## src/rtl/uart_seq_pkg.sv

```systemverilog
// Shared types and default constants for the UART multiply command sequencer.
// PROD_W is the product width for the default operand width.
package uart_seq_pkg;

  localparam int BYTE_W     = 8;
  localparam int DEF_DATA_W = 8;
  localparam int PROD_W     = 2 * DEF_DATA_W;

  localparam logic [BYTE_W-1:0] DEF_OPC_MUL  = 8'h4D;
  localparam logic [BYTE_W-1:0] DEF_ERR_BYTE = 8'hEE;

  typedef enum logic [3:0] {
    IDLE,
    GET_A,
    GET_B,
    MUL,
    SEND_HI,
    WAIT_HI,
    SEND_LO,
    WAIT_LO,
    SEND_ERR,
    WAIT_ERR
  } seq_state_t;

  typedef enum logic [1:0] {
    SND_IDLE,
    SND_FALL,
    SND_RISE
  } snd_state_t;

endpackage

```

## src/rtl/uart_byte_sender.sv

```systemverilog
// Launches one byte into the UART TX once tx_ready is high, then waits for the
// transmitter to go busy and idle again before reporting the byte as sent.
module uart_byte_sender
  import uart_seq_pkg::*;
(
  input  logic              clk_i,
  input  logic              rst_i,
  input  logic              req_i,
  input  logic [BYTE_W-1:0] byte_i,
  input  logic              tx_ready_i,
  output logic              launch_o,
  output logic              sent_o,
  output logic [BYTE_W-1:0] tx_data_o,
  output logic              tx_start_o
);

  snd_state_t        state_q, state_d;
  logic [BYTE_W-1:0] data_q, data_d;
  logic              start_q, start_d;

  always_comb begin
    state_d  = state_q;
    data_d   = data_q;
    start_d  = 1'b0;
    launch_o = 1'b0;
    sent_o   = 1'b0;
    case (state_q)
      SND_IDLE: begin
        if (req_i && tx_ready_i) begin
          launch_o = 1'b1;
          start_d  = 1'b1;
          data_d   = byte_i;
          state_d  = SND_FALL;
        end
      end
      SND_FALL: begin
        if (!tx_ready_i) state_d = SND_RISE;
      end
      SND_RISE: begin
        if (tx_ready_i) begin
          sent_o  = 1'b1;
          state_d = SND_IDLE;
        end
      end
      default: state_d = SND_IDLE;
    endcase
  end

  always_ff @(posedge clk_i) begin
    if (rst_i) begin
      state_q <= SND_IDLE;
      data_q  <= '0;
      start_q <= 1'b0;
    end else begin
      state_q <= state_d;
      data_q  <= data_d;
      start_q <= start_d;
    end
  end

  assign tx_data_o  = data_q;
  assign tx_start_o = start_q;

endmodule

```

## src/rtl/uart_mult_sequencer.sv

```systemverilog
// Parses {opcode, A, B} frames from the UART RX stream, runs one multiply and
// returns the product MSB first; reports bad opcodes, inter-byte timeouts, overruns.
module uart_mult_sequencer
  import uart_seq_pkg::*;
#(
  parameter int                DATA_W         = DEF_DATA_W,
  parameter int                TIMEOUT_CYCLES = 1000000,
  parameter logic [BYTE_W-1:0] OPC_MUL        = DEF_OPC_MUL,
  parameter logic [BYTE_W-1:0] ERR_BYTE       = DEF_ERR_BYTE
) (
  input  logic                clk_int,
  input  logic                uart_reset,
  input  logic [BYTE_W-1:0]   rx_data,
  input  logic                rx_valid,
  input  logic                tx_ready,
  output logic [BYTE_W-1:0]   tx_data,
  output logic                tx_start,
  output logic [DATA_W-1:0]   mult_a,
  output logic [DATA_W-1:0]   mult_b,
  output logic                mult_start,
  input  logic                mult_done,
  input  logic [2*DATA_W-1:0] mult_product,
  output logic                busy,
  output logic                timeout_err,
  output logic                overrun
);

  localparam int PW    = 2 * DATA_W;
  localparam int GAP_W = $clog2(TIMEOUT_CYCLES);
  localparam logic [GAP_W-1:0] GAP_LAST = GAP_W'(TIMEOUT_CYCLES - 1);

  seq_state_t        state_q, state_d;
  logic [DATA_W-1:0] a_q, a_d;
  logic [DATA_W-1:0] b_q, b_d;
  logic [PW-1:0]     prod_q, prod_d;
  logic [GAP_W-1:0]  gap_q, gap_d;
  logic              mstart_q, mstart_d;
  logic              to_q, to_d;
  logic              ovr_q, ovr_d;

  logic              snd_req;
  logic [BYTE_W-1:0] snd_byte;
  logic              snd_launch;
  logic              snd_sent;

  // The HI byte is offered straight off mult_done so it can launch the next cycle.
  always_comb begin
    snd_req  = 1'b0;
    snd_byte = ERR_BYTE;
    case (state_q)
      MUL: begin
        snd_req  = mult_done;
        snd_byte = mult_product[PW-1 -: BYTE_W];
      end
      SEND_HI: begin
        snd_req  = 1'b1;
        snd_byte = prod_q[PW-1 -: BYTE_W];
      end
      SEND_LO: begin
        snd_req  = 1'b1;
        snd_byte = prod_q[BYTE_W-1:0];
      end
      SEND_ERR: snd_req = 1'b1;
      default: ;
    endcase
  end

  always_comb begin
    state_d  = state_q;
    a_d      = a_q;
    b_d      = b_q;
    prod_d   = prod_q;
    gap_d    = '0;
    mstart_d = 1'b0;
    to_d     = 1'b0;
    ovr_d    = ovr_q;
    case (state_q)
      IDLE: begin
        if (rx_valid) state_d = (rx_data == OPC_MUL) ? GET_A : SEND_ERR;
      end
      GET_A, GET_B: begin
        // Expiry wins over a coincident byte, which is silently dropped.
        if (gap_q == GAP_LAST) begin
          to_d    = 1'b1;
          state_d = IDLE;
        end else if (rx_valid) begin
          if (state_q == GET_A) begin
            a_d     = DATA_W'(rx_data);
            state_d = GET_B;
          end else begin
            b_d      = DATA_W'(rx_data);
            mstart_d = 1'b1;
            state_d  = MUL;
          end
        end else begin
          gap_d = gap_q + 1'b1;
        end
      end
      MUL: begin
        if (mult_done) begin
          prod_d  = mult_product;
          state_d = snd_launch ? WAIT_HI : SEND_HI;
        end
      end
      SEND_HI:  if (snd_launch) state_d = WAIT_HI;
      WAIT_HI:  if (snd_sent)   state_d = SEND_LO;
      SEND_LO:  if (snd_launch) state_d = WAIT_LO;
      WAIT_LO:  if (snd_sent)   state_d = IDLE;
      SEND_ERR: if (snd_launch) state_d = WAIT_ERR;
      WAIT_ERR: if (snd_sent)   state_d = IDLE;
      default:  state_d = IDLE;
    endcase
    if (rx_valid && !(state_q inside {IDLE, GET_A, GET_B})) ovr_d = 1'b1;
  end

  always_ff @(posedge clk_int) begin
    if (uart_reset) begin
      state_q  <= IDLE;
      a_q      <= '0;
      b_q      <= '0;
      prod_q   <= '0;
      gap_q    <= '0;
      mstart_q <= 1'b0;
      to_q     <= 1'b0;
      ovr_q    <= 1'b0;
    end else begin
      state_q  <= state_d;
      a_q      <= a_d;
      b_q      <= b_d;
      prod_q   <= prod_d;
      gap_q    <= gap_d;
      mstart_q <= mstart_d;
      to_q     <= to_d;
      ovr_q    <= ovr_d;
    end
  end

  uart_byte_sender u_sender (
    .clk_i      (clk_int),
    .rst_i      (uart_reset),
    .req_i      (snd_req),
    .byte_i     (snd_byte),
    .tx_ready_i (tx_ready),
    .launch_o   (snd_launch),
    .sent_o     (snd_sent),
    .tx_data_o  (tx_data),
    .tx_start_o (tx_start)
  );

  assign mult_a      = a_q;
  assign mult_b      = b_q;
  assign mult_start  = mstart_q;
  assign timeout_err = to_q;
  assign overrun     = ovr_q;
  assign busy        = (state_q != IDLE);

endmodule
```

## config.mk

```make
export PLATFORM = sky130hd
export DESIGN_NAME = uart_mult_sequencer
export DESIGN_NICKNAME = d
export VERILOG_FILES = /design/src/rtl/uart_seq_pkg.sv /design/src/rtl/uart_byte_sender.sv /design/src/rtl/uart_mult_sequencer.sv
export SDC_FILE = /design/constraint.sdc
export NUM_CORES = 1
export LEC_CHECK = 0
export CORE_UTILIZATION = 56
export DETAILED_ROUTE_END_ITERATION = 6
export PLACE_DENSITY = 0.84
export SYNTH_ARGS = -nofsm -noshare
export SYNTH_HDL_FRONTEND = slang
export SYNTH_SLANG_ARGS = --single-unit
```

## constraint.sdc

```tcl
create_clock -name clk_int -period 4.4 [get_ports clk_int]
set_input_delay 0.44 -clock clk_int [delete_from_list [all_inputs] [get_ports clk_int]]
set_output_delay 0.44 -clock clk_int [all_outputs]
set_load 0.02 [all_outputs]
```

Yosys cells after proc, flatten, opt, wreduce, memory -nomap -nowiden
Cells that the tools add are included.

Output and inout bits: 29. Register bits: 70.

Add/sub/neg operators: 1. Equal/unequal tests: 24. Multiplexer cells: 25. Bitwise gates (word level): 4. Reductions and logical operators: 19.

Operators with widths (count): 4-bit two-way mux (10); 4-bit one-hot mux with 8 select lines (1); 8-bit one-hot mux with 3 select lines (1); 20-bit by 1-bit adder with 20-bit output, second input constant (1); 20-bit == test, second input constant (1); 4-bit by 3-bit == test with 1-bit output, second input constant (4); 2-bit != test, second input constant (8); 4-bit by 2-bit == test with 1-bit output, second input constant (2); 4-bit == test, second input constant (2); 8-bit by 7-bit == test with 1-bit output, second input constant (1); 1-bit two-way mux (8); 4-bit AND reduction (2); 8-bit AND reduction (1); 4-bit OR reduction (2); 2-bit two-way mux (3); 2-bit one-hot mux with 3 select lines (1); 2-bit OR reduction (3); 4-bit by 1-bit == test with 1-bit output, second input constant (1); 4-bit zero test (1); 2-bit by 1-bit != test with 1-bit output, second input constant (2); 1-bit NOT (4); 2-bit AND reduction (2); 4-bit nonzero test (1); 3-bit != test, second input constant (1); other kinds (9) (10).

Depth between registers and ports, before layout
Depth in word-level cells: 9. Gate-level depth with buffers: 8. Gate-level depth less buffers: 6.

Cells and area by module
Synthesis repeated with hierarchy kept, for this count alone.

Cell total of the unflattened synthesis: 381. Area, all modules: 3293.2 µm².

Modules (own cells, without submodules): uart_mult_sequencer (cells each 336, area an instance 2816.5 µm², instances 1); uart_byte_sender (cells each 45, area an instance 476.7 µm², instances 1).

Worst setup path before layout
OpenSTA, ideal clock, no wires.

Kind: reg2reg. From: reg gap_q[0]. To: reg state_q[0]. Data required time: 4268 ps. Slack: 2676 ps. Stages on the path, launching flop included: 8. Arrival: 1591 ps. Path through: dfxtp_1 > ha_1 > nand2_1 > or2_1 > buf_6 > o311a_1 > a221oi_1 > o32ai_1.

Longest elaborated chain between the ends: 3. Elaborated cells on any way between the ends: 5. Those cells by class: eq/ne (2); mux (2); reduce/logical (1).

Ends and longest elaborated chain: from (decl) (line uart_mult_sequencer.sv:36) `logic [GAP_W-1:0] gap_q, gap_d;`; from (signal assigned) (line uart_mult_sequencer.sv:131) `gap_q <= gap_d;`; 20-bit == test (*) (line uart_mult_sequencer.sv:83) `if (gap_q == GAP_LAST) begin`; 3-bit != test (no line) / 4-bit two-way mux (equally long branches); 8-bit AND reduction (no line) / 4-bit one-hot mux with 8 select lines (equally long branches); to (signal assigned) (line uart_mult_sequencer.sv:127) `state_q <= state_d;`; to (decl) (line uart_mult_sequencer.sv:32) `seq_state_t state_q, state_d;`.

Mark *: on every way between the ends. The rest lies on a longest branch, timed or not. A chain may end at the register's enable or synchronous reset.

Final worst setup path
From: reg state_q[1]. To: reg u_sender.data_q[6], in the netlist u_sender.tx_data_o[6].

Longest elaborated chain between the ends: 5. Elaborated cells on any way between the ends: 9. Those cells by class: eq/ne (4); mux (2); reduce/logical (3).

Ends and longest elaborated chain: 4-bit == test / 4-bit by 3-bit == test with 1-bit output (equally long branches) (line uart_mult_sequencer.sv:50) `case (state_q)`; 3-bit OR reduction (no line); 1-bit one-hot mux with 2 select lines (line uart_mult_sequencer.sv:50); 1-bit logical AND (line uart_byte_sender.sv:29) `if (req_i && tx_ready_i) begin`; 2-bit AND reduction (no line); to (signal assigned) (line uart_byte_sender.sv:56) `data_q <= data_d;`; to (decl) (line uart_byte_sender.sv:18) `logic [BYTE_W-1:0] data_q, data_d;`.

Parallel ways exist; a longest one is shown, timed or not.

==> PnR_summary.wiki <==
{| class="wikitable"
! Metric !! Value
|-
| Outcome || finished clean
|-
| HPWL Detailed || 5.020 mm
|-
| Compound-Gate Fraction of Synth Area || 13.12%
|-
| Critical setup path kind || flop to flop
|-
| Worst hold slack || 0.4541 ns
|-
| Maximum cell stage delay along the critical path || 0.89 ns
|-
| Sort of element at the start of the critical path || flop
|-
| CTS Buf Count || 9
|-
| GR Layer Usage met3 || 4.235%
|-
| Final Slew Violations || 0
|-
| DRT antenna net count || 0
|-
| Placed cell areas || 3779 um^2
|-
| Total grt overflow || 0
|-
| Total power consumption of the routed design || 1.697 mW
|-
| Average wire per standard cell || 15.15 um
|-
| Number of iterations in the first detailed-routing pass || 4
|-
| Reported leakage power || 1.366 nW
|-
| Number of gates on the worst path with buffers counted || 6
|-
| Core ar. || 5540 um^2
|-
| Final cell area excluding filler cells || 3965 um^2
|-
| H-Tree Level Count || 3
|-
| Highest-utilization routing layer at the global route stage || met2
|-
| Final worst-path cycle share || 68.03%
|-
| Clock-pin slew on the worst setup and hold paths || 0.07 ns
|-
| Area enclosed by the die boundary || 6063 um^2
|-
| DRC violations left || 0
|-
| Most frequent standard cell in the layout excluding fill and tap cells || sky130_fd_sc_hd__dfxtp_1
|-
| Reg2reg end || u_sender.tx_data_o[6]
|-
| Worst Skew || 0.006474 ns
|-
| Final non-filler cell total || 490
|-
| Buf+Inv Stages, Crit Path || 1
|-
| Sort of element at the end of the critical path || flop
|-
| Sequential fraction of the synthesis area || 43.48%
|-
| Synth Warn # || 0
|-
| Final setup vio count || 0
|-
| Setup repair after global routing missed its margin || no
|-
| Maximum number of pins on one net before global-route repair || 54
|-
| Ratio of routed vias to standard cells || 5.708
|-
| Wire length reported by the detailed router || 7.425 mm
|-
| Site Rows || 27
|-
| Vertical extent of the die || 77.87 um
|-
| Hold buffer count at CTS || 0
|-
| Design internal power || 1.148 mW
|-
| PnR worst setup slack || 1.407 ns
|-
| Transition time at the pin with the least slew margin || 1.148 ns
|-
| Largest family of logic cells by synthesized area || simple AND/OR/NAND/NOR gates
|-
| Critical Path Fanout Max || 28
|-
| Adder-cell share of the synthesized area || 0.3882%
|-
| Required @ worst endpoint || 4.58 ns
|-
| Net Sw Frac || 32.35%
|-
| Met1 usage || 31.50%
|-
| Synthesized instance count || 367
|-
| Fraction of registers with async set/reset || 0%
|-
| Largest buffer count on any clock path || 2
|-
| Initial antenna violation count || 0
|-
| Slew headroom || 23.36%
|-
| Switching Power || 548.9 uW
|-
| Initial Utilization || 58.18%
|-
| Class of the tightest hold or removal check || flop to flop
|-
| Worst path arrival time || 3.18 ns
|-
| Grt met2 use || 45.04%
|-
| Standard cell with the maximum stage delay on the critical path || sky130_fd_sc_hd__dfxtp_1
|-
| Source of the worst register-to-register timing path || state_q[1]
|-
| Number of distinct standard cells referenced by the synthesized netlist || 58
|-
| I/O pin count || 58
|-
| Worst setup timing slack at the placement stage || 1.441 ns
|-
| Global-route total usage across every layer || 26.44%
|-
| Logic pwr share || 27.3%
|-
| Root buf cell || sky130_fd_sc_hd__clkbuf_8
|-
| Fraction of layout instances using a drive strength above 1 || 8.373%
|-
| Worst setup startpoint || state_q[1]
|-
| Nets || 443
|-
| Number of clock sinks || 70
|-
| Tmin final || 2.993 ns
|-
| Cell Chain, Critical Path || nor4bb_4 -> buf_4 -> a221oi_2 -> nor3_2 -> o21a_1 -> a211oi_1
|-
| Max-capacitance violation count || 0
|-
| Share of power burned in registers || 44.4%
|-
| Clock network power share || 28.3%
|-
| Mux share of post-synthesis cell area || 7.453%
|-
| Number of global-route vias before repair || 2697
|-
| Layout overhead on the synthesized area || 23.02%
|-
| Number of antenna repair diodes || 0
|-
| Commonest non-fill, non-tap cells in the layout || sky130_fd_sc_hd__dfxtp_1, sky130_fd_sc_hd__nor2_1, sky130_fd_sc_hd__clkdlybuf4s50_1
|-
| Weighted congestion at the end of routability-driven global placement || 0.8293
|-
| Clock insertion delay at the later pin of the skew report || 0.34 ns
|-
| Netlist Area Pre-Place || 3223 um^2
|-
| Iteration-0 DRC Markers || 168
|-
| Area share of and/or/nand/nor cells after synthesis || 25.12%
|-
| Wire length of the first global-routing pass || 12.45 mm
|-
| Sum of negative setup slack || 0 ns
|-
| Post-layout utilization of the core || 71.57%
|-
| Count of instances resized after the clock tree is built || 0
|-
| End of the critical path || u_sender.tx_data_o[6]
|-
| Count of cells along the worst register-to-register path || 6
|-
| Number of synthesized register bits || 70
|-
| Post-CTS setup buffer count || 0
|-
| Port-buffer cells || 57
|-
| Synth Area in XOR/XNOR || 5.707%
|-
| Instance count after placement with tap cells included || 474
|-
| Top_reg_cell synth || sky130_fd_sc_hd__dfxtp_1
|-
| Power per cell area || 428.0 nW/um^2
|-
| Clock tree from TritonCTS || built
|-
| Average instance area after synthesis || 8.782 um^2
|-
| Vias after detailed routing || 2797
|-
| Minimum setup slack among reg-to-reg paths || 1.41 ns
|-
| Cell family with most CP delay || simple AND/OR/NAND/NOR gates
|-
| Horizontal die dimension || 77.87 um
|-
| Net count after synthesis || 397
|-
| Number of hold violations in the final report || 0
|-
| Number of cells on the worst hold path || 2
|-
| Max frequency || 0.3341 GHz
|-
| Peak ir drop on the vdd network || 0.2859 mV
|-
| Number of flops mapped to enable cells by yosys || 0
|}
-- cell families after synthesis --
kind of cell / after synthesis
flops: 70
compound gates: 57
fa+ha+maj: 1
simple gates: 163
buf+inv: 31
mux: 24
xor+xnor: 21
-- worst min path at each step --
| stage | start | endpoint | slack [ns] |
|---|---|---|---|
| final | prod_q[5] | prod_q[5] | 0.45 |
| after global routing | prod_q[2] | prod_q[2] | 0.48 |
| after CTS | prod_q[5] | prod_q[5] | 0.46 |
| after detailed placement | prod_q[5] | prod_q[5] | 0.45 |
| after global placement | prod_q[9] | prod_q[9] | 0.44 |
| after floorplan | gap_q[0] | gap_q[0] | 0.43 |
-- worst min-delay path: stages (launching register included) --
cell	delay [ns]
sky130_fd_sc_hd__dfxtp_1	0.31
sky130_fd_sc_hd__nand2_1	0.05
sky130_fd_sc_hd__a21oi_1	0.05
-- sequential cells by signal, summed over array words and instances, names as in the netlist --
signal,flops
u_sender.state_q,2
u_sender.tx_start_o,1
timeout_err,1
prod_q,16
u_sender.tx_data_o,8
state_q,4
mult_start,1
mult_a,8
mult_b,8
gap_q,20
overrun,1
-- cell usage after synthesis (2+ instances only) --
library cell                 n  share of area (%)
sky130_fd_sc_hd__dfxtp_1    70                 43
sky130_fd_sc_hd__nor2_1     63                7.3
sky130_fd_sc_hd__nand2_1    32                3.7
sky130_fd_sc_hd__a21oi_1    28                4.3
sky130_fd_sc_hd__nand3_1    26                4.0
sky130_fd_sc_hd__mux2i_1    24                7.5
sky130_fd_sc_hd__xnor2_1    12                3.3
sky130_fd_sc_hd__clkbuf_1   10                1.2
sky130_fd_sc_hd__xor2_1      9                2.4
sky130_fd_sc_hd__inv_1       8               0.93
sky130_fd_sc_hd__nor3_1      8                1.2
sky130_fd_sc_hd__a211oi_1    6                1.4
sky130_fd_sc_hd__buf_2       5               0.78
sky130_fd_sc_hd__buf_4       4               0.93
sky130_fd_sc_hd__nor3_2      4                1.2
sky130_fd_sc_hd__a211oi_2    3                1.2
sky130_fd_sc_hd__and3b_1     3               0.82
sky130_fd_sc_hd__nand4_1     3               0.58
sky130_fd_sc_hd__a221oi_1    2               0.54
sky130_fd_sc_hd__and3_1      2               0.39
sky130_fd_sc_hd__buf_1       2               0.23
sky130_fd_sc_hd__buf_6       2               0.70
sky130_fd_sc_hd__nor2b_1     2               0.39
sky130_fd_sc_hd__nor4_1      2               0.39
sky130_fd_sc_hd__nor4b_1     2               0.54
sky130_fd_sc_hd__o2111ai_1   2               0.54
sky130_fd_sc_hd__o41ai_1     2               0.54
-- power groups by stage --
| stage | Clock, mW | Combinational, mW | Sequential, mW |
|---|---|---|---|
| finish | 0.480 | 0.463 | 0.754 |
| global route | 0.522 | 0.501 | 0.763 |
| CTS | 0.491 | 0.461 | 0.753 |
| floorplan | 0 | 0.300 | 0.765 |
| detailed placement | 0 | 0.459 | 0.768 |
| global placement | 0 | 0.447 | 0.764 |
-- layer usage --
layer  part of all wire (%)  up-vias
met5                      0        -
met4                    2.6        0
met3                    4.0       18
met2                     51       80
met1                     43     1315
li1                       -     1384
-- area by class of cell --
cell class | instances | area [um^2]
well taps | 72 | 90.09
fillers | 453 | 1575
clock buffers | 13 | 168.9
flip-flops and latches | 70 | 1401
multi-input cells | 266 | 1684
inverters | 8 | 30.03
repair buffers | 58 | 573.1
clock inverters | 3 | 17.52
No activity file was read; power rests on OpenSTA's default activity.
